<file path="src/rtl/hilo_muldiv_unit.sv">
// hilo_muldiv_unit: iterative MULT/MULTU/DIV/DIVU into HI/LO,
// plus MFHI/MFLO/MTHI/MTLO service and hazard stall request.
module hilo_muldiv_unit (
    input  logic        clk,
    input  logic        rst_n,
    input  logic        op_valid,
    input  logic [5:0]  funct,
    input  logic [31:0] rs_data,
    input  logic [31:0] rt_data,
    input  logic        flush,
    output logic        busy,
    output logic        done,
    output logic        stall_req,
    output logic [31:0] hi,
    output logic [31:0] lo,
    output logic [31:0] mf_data
);

    localparam logic [5:0] F_MFHI = 6'b010000;
    localparam logic [5:0] F_MTHI = 6'b010001;
    localparam logic [5:0] F_MTLO = 6'b010011;

    typedef enum logic [1:0] {
        S_IDLE,
        S_MUL,
        S_DIV,
        S_FIX
    } state_t;

    state_t      state;
    state_t      nxt;
    logic [63:0] p;
    logic [31:0] opnd;
    logic [5:0]  cnt;
    logic        op_div;
    logic        qneg;
    logic        rneg;
    logic        dz;

    logic        is_md;
    logic        is_hilo;
    logic        sgn;
    logic        accept;
    logic [31:0] a_mag;
    logic [31:0] b_mag;
    logic [32:0] msum;
    logic [63:0] mul_next;
    logic [33:0] dtrial;
    logic [63:0] div_next;
    logic [63:0] prod;
    logic [31:0] quo;
    logic [31:0] rem;
    logic [31:0] res_hi;
    logic [31:0] res_lo;

    // Decode, operand magnitudes and handshake outputs
    always_comb begin
        is_md     = (funct[5:2] == 4'b0110);
        is_hilo   = is_md || (funct[5:2] == 4'b0100);
        sgn       = ~funct[0];
        busy      = (state != S_IDLE);
        stall_req = op_valid & is_hilo & busy;
        accept    = op_valid & is_md & ~flush & (state == S_IDLE);
        a_mag     = (sgn && rs_data[31]) ? -rs_data : rs_data;
        b_mag     = (sgn && rt_data[31]) ? -rt_data : rt_data;
        mf_data   = (funct == F_MFHI) ? hi : lo;
    end

    // One shift-add / restoring-divide step and the sign fix-up result
    always_comb begin
        msum     = {1'b0, p[63:32]} + (p[0] ? {1'b0, opnd} : 33'd0);
        mul_next = {msum, p[31:1]};
        dtrial   = {1'b0, p[63:31]} - {2'b00, opnd};
        div_next = dtrial[33] ? {p[62:0], 1'b0}
                              : {dtrial[31:0], p[30:0], 1'b1};
        prod     = qneg ? -p : p;
        quo      = qneg ? -p[31:0] : p[31:0];
        rem      = rneg ? -p[63:32] : p[63:32];
        res_hi   = op_div ? rem : prod[63:32];
        res_lo   = op_div ? (dz ? 32'hFFFF_FFFF : quo) : prod[31:0];
    end

    // Next-state logic; flush always returns to IDLE
    always_comb begin
        nxt = state;
        unique case (state)
            S_IDLE: if (accept) nxt = funct[1] ? S_DIV : S_MUL;
            S_MUL:  if (cnt == 6'd1) nxt = S_FIX;
            S_DIV:  if (cnt == 6'd1) nxt = S_FIX;
            S_FIX:  nxt = S_IDLE;
        endcase
        if (flush) nxt = S_IDLE;
    end

    // State register
    always_ff @(posedge clk or negedge rst_n) begin
        if (!rst_n) state <= S_IDLE;
        else        state <= nxt;
    end

    // Datapath: operand latch, iterations, HI/LO writes, done pulse
    always_ff @(posedge clk or negedge rst_n) begin
        if (!rst_n) begin
            p      <= '0;
            opnd   <= '0;
            cnt    <= '0;
            op_div <= 1'b0;
            qneg   <= 1'b0;
            rneg   <= 1'b0;
            dz     <= 1'b0;
            hi     <= '0;
            lo     <= '0;
            done   <= 1'b0;
        end else begin
            done <= 1'b0;
            if (flush) begin
                cnt <= '0;
            end else begin
                unique case (state)
                    S_IDLE: begin
                        if (accept) begin
                            op_div <= funct[1];
                            opnd   <= funct[1] ? b_mag : a_mag;
                            p      <= {32'd0, funct[1] ? a_mag : b_mag};
                            qneg   <= sgn & (rs_data[31] ^ rt_data[31]);
                            rneg   <= sgn & rs_data[31];
                            dz     <= (rt_data == 32'd0);
                            cnt    <= 6'd32;
                        end else if (op_valid && funct == F_MTHI) begin
                            hi <= rs_data;
                        end else if (op_valid && funct == F_MTLO) begin
                            lo <= rs_data;
                        end
                    end
                    S_MUL: begin
                        p   <= mul_next;
                        cnt <= cnt - 6'd1;
                    end
                    S_DIV: begin
                        p   <= div_next;
                        cnt <= cnt - 6'd1;
                    end
                    S_FIX: begin
                        hi   <= res_hi;
                        lo   <= res_lo;
                        done <= 1'b1;
                    end
                endcase
            end
        end
    end

endmodule

</file>
<file path="config.mk">
export PLATFORM = sky130hd
export DESIGN_NAME = hilo_muldiv_unit
export DESIGN_NICKNAME = d
export VERILOG_FILES = /design/src/rtl/hilo_muldiv_unit.sv
export SDC_FILE = /design/constraint.sdc
export NUM_CORES = 1
export LEC_CHECK = 0
export ABC_AREA = 0
export BUFFER_PORTS_ARGS = -buffer_cell sky130_fd_sc_hd__buf_2
export CAP_MARGIN = 20
export CORE_MARGIN = 8
export CORE_UTILIZATION = 55
export CTS_CLUSTER_DIAMETER = 120
export CTS_CLUSTER_SIZE = 40
export DETAILED_ROUTE_END_ITERATION = 8
export PLACE_DENSITY = 0.76
export SLEW_MARGIN = 20
export SYNTH_ARGS = -nofsm -noshare
export SYNTH_HDL_FRONTEND = slang
export SYNTH_SLANG_ARGS = --single-unit
</file>
<file path="constraint.sdc">
create_clock -name clk -period 4.77 [get_ports clk]
set_input_delay 0.7155 -clock clk [delete_from_list [all_inputs] [get_ports clk]]
set_output_delay 0.7155 -clock clk [all_outputs]
set_load 0.01 [all_outputs]
</file>
==> summary.txt <==
Run status
  – Status: completed

Drt
  – Wire length per cell: about 22 µm
  – Vias: 15,236
  – Antenna-violating nets left: 0
  – Met2 Wirelength: roughly 22 mm
  – WL final: 52.2 mm
  – Highest metal used: met4
  – DR DRC count: 0
  – Met3 WL: between 5 and 6 mm
  – Drt pass-1 iters: 6
  – Vias per cell: around 6.5
  – Initial DRC Count: 1,629
  – M1 WL: roughly 22 mm

Pwr
  – Total power draw: roughly 7300 µW
  – Max VDD drop: between 0.3 and 0.4 mV
  – Pwr per Cell Area: 439 nW/µm²
  – Leakage power: approximately 0.0081 µW

Critical path
  – Crit Path Class: reg -> reg
  – Worst r2r src: p[0]
  – CP endpoint kind: flip-flop
  – FF-to-FF path depth: 13
  – CP Launch Point: p[0]
  – RR Endpoint: p[61]
  – Arrival time of the worst setup path: about 4400 ps
  – CP startpoint kind: flip-flop
  – Critical path required time: slightly above 5000 ps
  – Worst-path fanout max: 5
  – Reg2reg setup slack: around 650 ps
  – CP endpoint: p[61]

Placed design
  – DP Worst Slack: between 600 and 700 ps
  – DP Wirelength: roughly 40 mm
  – Final Wtd Congestion: 0.997
  – IO Port Bufs: 172

Yosys
  – Syn_nets: between 2,000 and 2,500
  – Post-synthesis cell count: approximately 1,900
  – Synthesized flop and latch total: 173
  – Post-synth top area cell: dfrtp_1
  – Average size of a mapped cell: around 7.9 µm²
  – EDFF count, synth: 0
  – YS warnings: 0
  – Top cells by area, synth: dfrtp_1 (29%), o21ai_0 (7.6%), xnor2_1 (6.2%)
  – Top cell type's share of synthesized area: about 29%
  – Sequential share of the synthesized area: 28.8%
  – Synth Cell Area: 15,000 µm²
  – Asr flop ratio synth: 100%
  – Netlist cell types: between 70 and 80
  – Top_reg_cell synth: dfrtp_1

Clock network
  – Clk sink count: approximately 170
  – Clock Pin Slew Worst Setup and Hold Paths: 90 ps
  – Hold-fix buffers, CTS: 0
  – TritonCTS buffer count: 17
  – Clk buf depth: 2
  – CTS tree: done
  – Clk Latency, worst-skew pair: 450 ps
  – # resized after CTS: 0
  – Root buf cell: clkbuf_16
  – H-tree depth: 4
  – Post-CTS Setup Bufs: 0

Timing
  – Min Tclk post-route: around 4100 ps
  – Endpoints failing setup: 0
  – Setup slack after layout: between 600 and 700 ps
  – Final worst path period share: about 86%
  – Fin Clk Skew: 25.2 ps
  – RSZ-0062 raised after global routing: false
  – Hold slack: about 350 ps
  – Least-Margin Pin Slew: 1120 ps
  – Final Max Tran Viols: 0
  – Setup TNS: 0 ps
  – Worst slew margin: ~26%
  – Fmax: 0.242 GHz
  – Fin. Hold Viols: 0

Floorplan
  – Placement Rows: 60
  – Die width: roughly 180 µm
  – Die Y-Extent: roughly 180 µm
  – Die area: ~33,000 µm²
  – CORE AREA: 26,900 µm²
  – IO Pins: between 150 and 200
  – Starting density of the core: a little under three fifths

Finish
  – Layout fillers: around 2,400
  – Ant diodes: 0
  – Nets@finish: 2,125
  – Area grow syn2layout: 10.7%
  – Share of cells above drive strength 1: about 15%
  – Util after Layout: about three fifths

Global routing
  – Overall Global Routing Usage: roughly 31%
  – Grt total ovfl: 0
  – Pin count of the biggest net entering global routing: a little over 90
  – First-pass GRT wire length: between 80 and 90 mm
  – Vias in the first global route: between 10,000 and 15,000
  – Initial antenna violation count: 0

Flow run
  – Max_cap viols: 0

Hold path
  – Hold Crit Class: in -> async
[where the power goes]
| group | total (µW) | internal, µW | switching (µW) |
|---|---|---|---|
| combinational | 3390 | 1330 | 2060 |
| sequential | 2460 | 1890 | 562 |
| clock | 1460 | 711 | 747 |
[state kept, by name (all words and copies together), names as in the netlist]
register  cells
rneg          1
qneg          1
p            64
lo           32
hi           32
cnt           6
done          1
state         2
dz            1
opnd         32
op_div        1
[layout make-up]
| type | instances | area (µm²) | share of cell area, % |
|---|---|---|---|
| Tap cell | 341 | 427 | 2.56 |
| Clock inverter | 15 | 174 | 1.04 |
| Timing Repair Buffer | 195 | 1070 | 6.41 |
| Multi-Input combinational cell | 1516 | 9950 | 59.8 |
| Inverter | 72 | 270 | 1.62 |
| Sequential cell | 173 | 4330 | 26.0 |
| Clock buffer | 17 | 425 | 2.56 |
[worst max-delay path, stage by stage (launching register included)]
cell and delay [ps]:
dfrtp_1 460, and2_1 180, ha_1 200, fa_1 420, a21o_1 200, a221oi_1 680, o2111a_1 300, o21ai_0 140
a221o_1 390, a21oi_1 250, o21ai_0 190, a41oi_1 280, xor2_1 170, o221ai_1 130
[Yosys cell counts, types with 10 or more instances]
cell type and count:
o21ai_0 227, nand2_1 218, dfrtp_1 173, nor2_1 137
a21oi_1 118, clkbuf_1 110, xnor2_1 107, ha_1 74
inv_1 72, xor2_1 69, a22oi_1 65, a21o_1 60
mux2i_1 49, mux2_2 38, o22ai_1 33, nand2b_1 27
nor3_1 27, a211oi_1 21, o31ai_1 21, nand3_1 20
o41ai_1 16, buf_1 15, nor4_1 15, a31oi_1 13
o211ai_1 13, and3_1 12, o221ai_1 11, or4_1 10
[routing by layer]
metal,global-route usage (%),up-vias
met5,0,-
met4,15.2,0
met3,6.93,133
met2,46.4,795
met1,42.2,7324
li1,-,6984
[cell families after synthesis]
kind of cell,share of synthesized area (%)
AO/OA/AOI/OAI,27.2
AND/OR/NAND/NOR,16.0
buffers and inverters,5.22
XOR/XNOR,10.2
flip-flops,28.8
multiplexers,6.11
adder cells (fa/ha/maj),6.42
[through the flow]
step | instance area, µm² | instances
detailed placement | 16000 | 2297
CTS | 16600 | 2329
floorplan | 15000 | 1894
finish | 16600 | 2329
global placement | 16000 | 2297
global route | 16600 | 2329
[worst min-delay path by stage]
stage | endpoint
after global placement | opnd[30]
after detailed placement | opnd[1]
after floorplan | cnt[0]
after CTS | cnt[4]
after global routing | cnt[4]
final | cnt[4]
[placed cells by master (no fill, tap or decap), drive strengths merged, types with 28 or more instances in the layout]
cell	count
a21oi	118
nand2b	28
xor2	69
ha	74
xnor2	107
a21o	60
a22oi	65
nor2	137
buf	195
o21ai	230
inv	79
nand2	219
mux2i	49
mux2	38
o22ai	33
dfrtp	173
(Power assumes the default switching activity.)
